--- src/rtl/uart_echo_pkg.sv ---
// Shared types for the UART echo controller.
// Mode, transform and FSM encodings used by the top and the transform unit.
package uart_echo_pkg;

  typedef enum logic [1:0] {
    MODE_MANUAL = 2'b00,
    MODE_AUTO   = 2'b01,
    MODE_PAUSE  = 2'b10,
    MODE_RSVD   = 2'b11
  } mode_t;

  typedef enum logic [1:0] {
    OP_PASS = 2'b00,
    OP_ADD  = 2'b01,
    OP_INV  = 2'b10,
    OP_SUB  = 2'b11
  } op_t;

  typedef enum logic {
    ST_IDLE = 1'b0,
    ST_SEND = 1'b1
  } state_t;

  localparam int DBIT_DEF   = 8;
  localparam int OFFSET_DEF = 1;
  localparam int CNT_W_DEF  = 16;
  localparam int PEND_W_DEF = 3;

endpackage

--- src/rtl/uart_echo_xform.sv ---
// Byte transform applied between receive pop and transmit push.
// Arithmetic wraps modulo 2^DBIT.
module uart_echo_xform
  import uart_echo_pkg::*;
#(
  parameter int DBIT   = DBIT_DEF,
  parameter int OFFSET = OFFSET_DEF
) (
  input  logic [1:0]      op_sel,
  input  logic [DBIT-1:0] din,
  output logic [DBIT-1:0] dout
);

  localparam logic [DBIT-1:0] OFF = DBIT'(OFFSET);

  always_comb begin
    dout = din;
    unique case (op_t'(op_sel))
      OP_PASS: dout = din;
      OP_ADD:  dout = din + OFF;
      OP_INV:  dout = ~din;
      OP_SUB:  dout = din - OFF;
    endcase
  end

endmodule

--- src/rtl/uart_echo_ctrl.sv ---
// UART FIFO loopback controller: pop, transform, push.
// Manual (button-paced), auto (free-running) or paused operation.
module uart_echo_ctrl
  import uart_echo_pkg::*;
#(
  parameter int DBIT   = DBIT_DEF,
  parameter int OFFSET = OFFSET_DEF,
  parameter int CNT_W  = CNT_W_DEF,
  parameter int PEND_W = PEND_W_DEF
) (
  input  logic              clk,
  input  logic              reset,
  input  logic [1:0]        mode,
  input  logic [1:0]        op_sel,
  input  logic              step_tick,
  input  logic              rx_empty,
  input  logic [DBIT-1:0]   r_data,
  output logic              rd_uart,
  input  logic              tx_full,
  output logic [DBIT-1:0]   w_data,
  output logic              wr_uart,
  output logic [DBIT-1:0]   last_rx,
  output logic [DBIT-1:0]   last_tx,
  output logic [CNT_W-1:0]  xfer_count,
  output logic [PEND_W-1:0] pending,
  output logic              busy
);

  localparam logic [PEND_W-1:0] PEND_MAX = {PEND_W{1'b1}};

  state_t          state;
  logic [DBIT-1:0] hold;
  logic [DBIT-1:0] xf;
  logic            is_auto;
  logic            is_manual;
  logic            grant;
  logic            man_dec;
  logic            pend_inc;

  uart_echo_xform #(
    .DBIT   (DBIT),
    .OFFSET (OFFSET)
  ) u_xform (
    .op_sel (op_sel),
    .din    (r_data),
    .dout   (xf)
  );

  always_comb begin
    is_auto   = 1'b0;
    is_manual = 1'b0;
    unique case (mode_t'(mode))
      MODE_MANUAL: is_manual = 1'b1;
      MODE_AUTO:   is_auto   = 1'b1;
      default:     ;
    endcase
  end

  assign grant = (state == ST_IDLE) && !rx_empty &&
                 (is_auto || (is_manual && pending != '0));

  assign man_dec  = grant && is_manual;
  assign pend_inc = step_tick && pending != PEND_MAX;

  // Strobes are masked during reset so a held byte is dropped cleanly.
  assign rd_uart = grant && !reset;
  assign wr_uart = (state == ST_SEND) && !tx_full && !reset;
  assign busy    = (state == ST_SEND);
  assign w_data  = hold;

  always_ff @(posedge clk) begin
    if (reset) begin
      state      <= ST_IDLE;
      hold       <= '0;
      last_rx    <= '0;
      last_tx    <= '0;
      xfer_count <= '0;
    end else begin
      unique case (state)
        ST_IDLE: begin
          if (grant) begin
            hold    <= xf;
            last_rx <= r_data;
            state   <= ST_SEND;
          end
        end
        ST_SEND: begin
          if (!tx_full) begin
            last_tx    <= hold;
            xfer_count <= xfer_count + CNT_W'(1);
            state      <= ST_IDLE;
          end
        end
      endcase
    end
  end

  // A tick that coincides with a manual grant leaves the count unchanged.
  always_ff @(posedge clk) begin
    if (reset) begin
      pending <= '0;
    end else if (step_tick && man_dec) begin
      pending <= pending;
    end else if (pend_inc) begin
      pending <= pending + PEND_W'(1);
    end else if (man_dec) begin
      pending <= pending - PEND_W'(1);
    end
  end

endmodule

--- config.mk ---
export PLATFORM = sky130hd
export DESIGN_NAME = uart_echo_ctrl
export DESIGN_NICKNAME = d
export VERILOG_FILES = /design/src/rtl/uart_echo_pkg.sv /design/src/rtl/uart_echo_xform.sv /design/src/rtl/uart_echo_ctrl.sv
export SDC_FILE = /design/constraint.sdc
export NUM_CORES = 1
export LEC_CHECK = 0
export CORE_UTILIZATION = 47
export DETAILED_ROUTE_END_ITERATION = 10
export HOLD_SLACK_MARGIN = 0.03
export PLACE_DENSITY_LB_ADDON = 0.15
export SLEW_MARGIN = 20
export SYNTH_ARGS = -nofsm -noshare
export SYNTH_HDL_FRONTEND = slang
export SYNTH_SLANG_ARGS = --single-unit
--- constraint.sdc ---
create_clock -name clk -period 3.1 [get_ports clk]
set_input_delay 0.93 -clock clk [delete_from_list [all_inputs] [get_ports clk]]
set_output_delay 0.93 -clock clk [all_outputs]
set_load 0.05 [all_outputs]
==> results.sh, run 1 <==
export IMPL_status="complete, no violations"
export IMPL_drive_above_1_share_pct=7.85
export IMPL_cp_endpoint="rd_uart"
export IMPL_synthCells=271
export IMPL_path_clk_slew_ns=0.07
export IMPL_ys_top_cells_by_count="56 x nand2_1, 44 x dfxtp_1, 28 x a21oi_1"
export IMPL_area_delta_synth_final_pct=36.0
export IMPL_nNetsFinal=351
export IMPL_synth_area_leaders="dfxtp_1 41%, nand2_1 9.7%, a21oi_1 6.5%, xnor2_1 6.1%, nor2_1 3.8%"
export IMPL_core_area_sq_um=4380
export IMPL_p_int_mw=0.855
export IMPL_grt_pass1_wl_mm=8.24
export IMPL_grt_pass1_vias=1796
export IMPL_syn_num_nets=291
export IMPL_cp_end_kind="output port"
export IMPL_ctsHtreeMaxLevel=2
export IMPL_overflow=0
export IMPL_relSlewSlack_pct=64.2
export IMPL_post_cts_buffers=0
export IMPL_die_y_um=69.8
export IMPL_final_core_util_pct=67.0
export IMPL_required_ns=2.17
export IMPL_numCtsBuffers=5
export IMPL_wl_mm=4.89
export IMPL_pwr_share_comb_pct=23.8
export IMPL_pwr_share_clk_pct=26.9
export IMPL_postSynthAreaPerCell_sq_um=7.96
export IMPL_synth_top_area_share_pct=40.8
export IMPL_clockBufferDepth=2
export IMPL_hold_viol=0
export IMPL_netlist_area_sq_um=2160
export IMPL_crit_start="mode[1]"
export IMPL_dr_pass1_iters=4
export IMPL_yosys_warnings=0
export IMPL_swShare_pct=30.8
export IMPL_p_leak_nw=1.01
export IMPL_worstPathArrival_ns=2.06
export IMPL_drv_slew=0
export IMPL_initial_core_util_pct=49.2
export IMPL_fin_crit_sh_pct=96.6
export IMPL_r2r_worst_path_cells=6
export IMPL_synth_most_common_cell="nand2_1"
export IMPL_sequentialPowerShare_pct=49.3
export IMPL_via_per_inst=5.35
export IMPL_ys_flop_type="dfxtp_1"
export IMPL_io_pins=63
export IMPL_drc_errors=0
export IMPL_hpwl_mm=3.58
export IMPL_ys_types=44
export IMPL_power_mw=1.24
export IMPL_startpoint_type="input pin"
export IMPL_critPathKind="input pin to output port"
export IMPL_worstSkewPairLatency_ns=0.29
export IMPL_hp_start="last_rx[4]$_SDFFE_PP0P_"
export IMPL_cts_root_buf="clkbuf_8"
export IMPL_max_cap_violations=0
export IMPL_r2r_slack_ns=1.17
export IMPL_dr_total_vias=2050
export IMPL_detail_route_wl_per_cell_um=12.8
export IMPL_nFillCells=396
export IMPL_drtIter0Drc=81
export IMPL_n_antenna_cell=0
export IMPL_power_density_nw_per_um2=421
export IMPL_ant_nets=0
export IMPL_power_switching_mw=0.380
export IMPL_grt_max_degree=41
export IMPL_synth_top_area_cell="dfxtp_1"
export IMPL_io_buffers=62
export IMPL_fin_worst_skew_ns=0.00558
export IMPL_period_needed_ns=2.99
export IMPL_rows=24
export IMPL_finalSetupViolCount=0
export IMPL_hp_class="flop to flop"
export IMPL_ys_seq_area_share_pct=40.8
export IMPL_worst_pin_slew_ns=0.535
export IMPL_max_freq_ghz=0.334
export IMPL_instances_no_fill=383
export IMPL_cts_tree="yes"
export IMPL_clock_sinks=44
export IMPL_fp_dieArea_sq_um=4870
export IMPL_die_w_um=69.8
export IMPL_ys_seq_elements=44
export IMPL_place_inst=376
export IMPL_gp_congestion=0.856
export IMPL_track_usage_pct=21.0
export IMPL_timing_rr_end="pending[2]$_SDFFE_PP0P_"
export IMPL_peakVddDrop_v=0.000237
export IMPL_synth_edf_count=0
export IMPL_r2r_start="busy$_SDFF_PP0_"
export IMPL_cp_max_fo=2
export IMPL_rsz0062_at_grt="no"
export IMPL_synthArstFlopShare_pct=0
export IMPL_fin_hold_ws_ns=0.456
export IMPL_antenna_found_initial=0
through the flow:
step,setup TNS [ns],worst slack (ns),area [sq um]
2_1_floorplan,0,0.0923,2170
3_3_place_gp,-0.0465,-0.0465,2860
3_5_place_dp,-0.0500,-0.0500,2860
4_1_cts,0,0.102,2940
5_1_grt,0,0.0349,2940
6_report,0,0.105,2940
power by group through the flow:
stage          registers (mW)  clock network, mW  logic, mW
2_1_floorplan           0.696                  0      0.122
3_3_place_gp            0.622                  0      0.290
3_5_place_dp            0.623                  0      0.294
4_1_cts                 0.609              0.344      0.295
5_1_grt                 0.613              0.363      0.316
6_report                0.609              0.333      0.293
cells in the final DEF (no fill, tap or decap), types with 2 or more instances in the layout:
cell and instances:
a21oi_1 28, nand4_1 6, xnor2_1 15, nor2b_1 4, a22oi_1 2, inv_1 3, nand2_1 56, xor2_1 9
dlygate4sd2_1 2, dfxtp_1 44, buf_4 11, a211oi_1 2, and4_1 3, nand3_1 5, nor3_1 4, and3_1 2
mux2i_1 2, nor2_1 21, and2_1 2, clkdlybuf4s50_1 57, o211ai_1 5, o21ai_0 7, ha_1 2, a31oi_1 4
buf_12 2, or3_1 5, o41ai_1 2, clkbuf_8 5
area by class of cell:
| class | count | area [sq um] | area share, % |
|---|---|---|---|
| inverter | 3 | 11.3 | 0.384 |
| multi-input combinational | 204 | 1180 | 40.4 |
| sequential | 44 | 881 | 30.0 |
| clock buffer | 6 | 72.6 | 2.47 |
| clock inverter | 1 | 5.00 | 0.171 |
| tap | 52 | 65.1 | 2.22 |
| timing repair buffer | 73 | 716 | 24.4 |
timing repair:
item	4_1_cts	5_1_grt
gates resized for setup	3	0
endpoints found under the setup margin	1	0
hold endpoints to repair	0	0
hold buffers	0	0
layer usage:
| layer | GRT usage (%) | up-vias | part of all wire [%] | wire length (um) |
|---|---|---|---|---|
| li1 | - | 1047 | - | - |
| met1 | 27.1 | 944 | 45 | 2220 |
| met2 | 36.0 | 55 | 49 | 2390 |
| met3 | 4.51 | 4 | 4.8 | 234 |
| met4 | 4.67 | 0 | 0.94 | 46 |
| met5 | 0 | - | 0 | 0 |
state kept, by name (all words and copies together), names as in the netlist:
signal,flops
w_data,8
pending,3
busy,1
xfer_count,16
last_tx,8
last_rx,8
how the worst min path moves through the flow:
stage | depth (start not counted) | slack [ns] | end
floorplan | 2 | 0.67 | last_rx[0]$_SDFFE_PP0P_
global placement | 2 | 0.44 | last_tx[6]$_SDFFE_PP0P_
detailed placement | 2 | 0.45 | last_rx[4]$_SDFFE_PP0P_
CTS | 2 | 0.46 | last_tx[4]$_SDFFE_PP0P_
global route | 2 | 0.48 | last_tx[5]$_SDFFE_PP0P_
finish | 2 | 0.46 | last_rx[4]$_SDFFE_PP0P_
cells by family (layout without fill, tap and decap cells):
| logic type | Yosys count | after routing | share of synthesized area, % |
|---|---|---|---|
| xor gates and xnor gates | 24 | 24 | 9.74 |
| muxes | 2 | 2 | 0.928 |
| and+or+nand+nor | 118 | 118 | 25.7 |
| DFF | 44 | 44 | 40.8 |
| buffers and inverters | 23 | 83 | 4.75 |
| AOI/OAI and AO/OA | 57 | 57 | 15.9 |
| adders and majority gates | 3 | 3 | 2.09 |
critical path, stage by stage:
cell           delay [ns]
dlygate4sd2_1        0.22
or3_4                0.36
or2_4                0.27
nor2_4               0.14
buf_12               0.15
Power figures use the tool's default switching activity.
==> inputs of run 2 (changes only) <==
--- a/config.mk
+++ b/config.mk
@@ -5,6 +5,7 @@
 export SDC_FILE = /design/constraint.sdc
 export NUM_CORES = 1
 export LEC_CHECK = 0
+export CORE_ASPECT_RATIO = 1.4
 export CORE_UTILIZATION = 47
 export DETAILED_ROUTE_END_ITERATION = 10
 export HOLD_SLACK_MARGIN = 0.03
@@ -13,3 +14,4 @@
 export SYNTH_ARGS = -nofsm -noshare
 export SYNTH_HDL_FRONTEND = slang
 export SYNTH_SLANG_ARGS = --single-unit
+export TNS_END_PERCENT = 1
==> run 2 against run 1 <==
Global-route usage grew 0.95 points; utilization rose by 1.6 points; worst setup slack got worse by 0.013 ns; sequential share of layout area shrank 0.18 points; worst hold slack hardly changed; clock skew shrank 0.00062 ns; register-to-register slack hardly changed; maximum frequency is 0.44% lower; largest cell class unchanged.
==> results.sh, run 2 (same netlist as run 1, synthesis figures left out) <==
export IMPL_wl_mm=5.05
export IMPL_power_mw=1.24
export IMPL_cts_root_buf="clkbuf_8"
export IMPL_die_w_um=59.3
export IMPL_cp_max_fo=3
export IMPL_die_y_um=82.2
export IMPL_nFillCells=388
export IMPL_crit_family="buffers and inverters"
export IMPL_area_delta_synth_final_pct=36.8
export IMPL_clockBufferDepth=2
export IMPL_hold_viol=0
export IMPL_dr_total_vias=2066
export IMPL_relSlewSlack_pct=65.6
export IMPL_cts_tree="yes"
export IMPL_regMostFlops="xfer_count"
export IMPL_slowest_stage="clkdlybuf4s50_1"
export IMPL_worstPathCellList="clkdlybuf4s50_1, nor4_2, or2_4, nor2_4, buf_12"
export IMPL_initial_core_util_pct=50.1
export IMPL_fin_worst_skew_ns=0.00496
export IMPL_final_common_cell="clkdlybuf4s50_1"
export IMPL_n_antenna_cell=0
export IMPL_tns_ns=0
export IMPL_clock_sinks=44
export IMPL_fp_dieArea_sq_um=4870
export IMPL_finalSetupViolCount=0
export IMPL_numCtsBuffers=5
export IMPL_ant_nets=0
export IMPL_rsz0062_at_grt="no"
export IMPL_track_usage_pct=22.0
export IMPL_worstPathArrival_ns=2.08
export IMPL_worst_pin_slew_ns=0.515
export IMPL_drtIter0Drc=69
export IMPL_fin_crit_sh_pct=97.0
export IMPL_dr_pass1_iters=4
export IMPL_cts_resized=3
export IMPL_period_needed_ns=3.01
export IMPL_critPathKind="input pin to output port"
export IMPL_io_pins=63
export IMPL_drv_slew=0
export IMPL_place_inst=385
export IMPL_hp_start="last_rx[0]$_SDFFE_PP0P_"
export IMPL_antenna_found_initial=0
export IMPL_detail_route_wl_per_cell_um=12.9
export IMPL_required_ns=2.17
export IMPL_nNetsFinal=352
export IMPL_gp_congestion=0.772
export IMPL_cp_slowest_stage_delay_ns=0.43
export IMPL_cp_end_kind="output port"
export IMPL_grt_pass1_wl_mm=8.12
export IMPL_r2r_start="busy$_SDFF_PP0_"
export IMPL_core_area_sq_um=4310
export IMPL_p_leak_nw=1.02
export IMPL_instances_no_fill=392
export IMPL_via_per_inst=5.27
export IMPL_crit_start="mode[0]"
export IMPL_startpoint_type="input pin"
export IMPL_hpwl_mm=3.71
export IMPL_drc_errors=0
export IMPL_rows=28
export IMPL_post_place_ws_ns=-0.0316
export IMPL_power_density_nw_per_um2=421
export IMPL_max_cap_violations=0
export IMPL_io_buffers=62
export IMPL_final_cell_mix="57 x clkdlybuf4s50_1, 56 x nand2_1, 44 x dfxtp_1"
export IMPL_setup_ws_ns=0.0921
export IMPL_largest_register_ffs=16
export IMPL_drive_above_1_share_pct=8.13
export IMPL_path_clk_slew_ns=0.08
export IMPL_ctsHoldBuffers=0
export IMPL_grt_pass1_vias=1801
export IMPL_status="complete, no violations"
export IMPL_grt_max_degree=40
export IMPL_crit_buf_inv=2
export IMPL_hp_class="flop to flop"
export IMPL_worstSkewPairLatency_ns=0.29
export IMPL_post_cts_buffers=0
export IMPL_ctsHtreeMaxLevel=2
export IMPL_overflow=0
export IMPL_peakVddDrop_v=0.000294
export IMPL_max_freq_ghz=0.332
run 2: tightest hold or removal path: cells and delay by family, from the launching register on:
| family | cells | cell delay, ns |
|---|---|---|
| DFF | 1 | 0.31 |
| and+or+nand+nor | 1 | 0.05 |
| AOI/OAI and AO/OA | 1 | 0.05 |
run 2: power by group:
part	total, mW	internal, mW	switching, mW
registers	0.609	0.587	0.0217
clock network	0.337	0.153	0.183
logic	0.296	0.115	0.181
run 2: layout make-up:
cell class	count	area [sq um]	area share (%)
multi-input combinational	204	1180	40.1
sequential	44	881	29.8
timing repair buffer	74	723	24.5
tap	60	75.1	2.54
clock buffer	6	72.6	2.46
inverter	3	11.3	0.381
clock inverter	1	5.00	0.169
run 2: worst paths after layout:
path / endpoint / slack [ns] / cells past startpoint
setup reg to reg: pending[2]$_SDFFE_PP0P_ / 1.16 / 6
setup / recovery: rd_uart / 0.09 / 5
hold / removal: last_rx[0]$_SDFFE_PP0P_ / 0.46 / 2
hold reg to reg: last_rx[0]$_SDFFE_PP0P_ / 0.46 / 2
run 2: metrics by stage:
step	hold WS (ns)	utilization, %	cell area (sq um)
2_1_floorplan	0.671	-	2170
3_3_place_gp	0.443	66.7	2880
3_5_place_dp	0.447	66.7	2880
4_1_cts	0.458	68.5	2950
5_1_grt	0.483	68.5	2950
6_report	0.456	68.5	2950
run 2: routing by layer:
metal  vias up  GRT usage (%)  wire (um)
li1       1049              -          -
met1       960           24.5       2110
met2        52           41.0       2720
met3         5           3.74        153
met4         0           7.62         66
met5         -              0          0
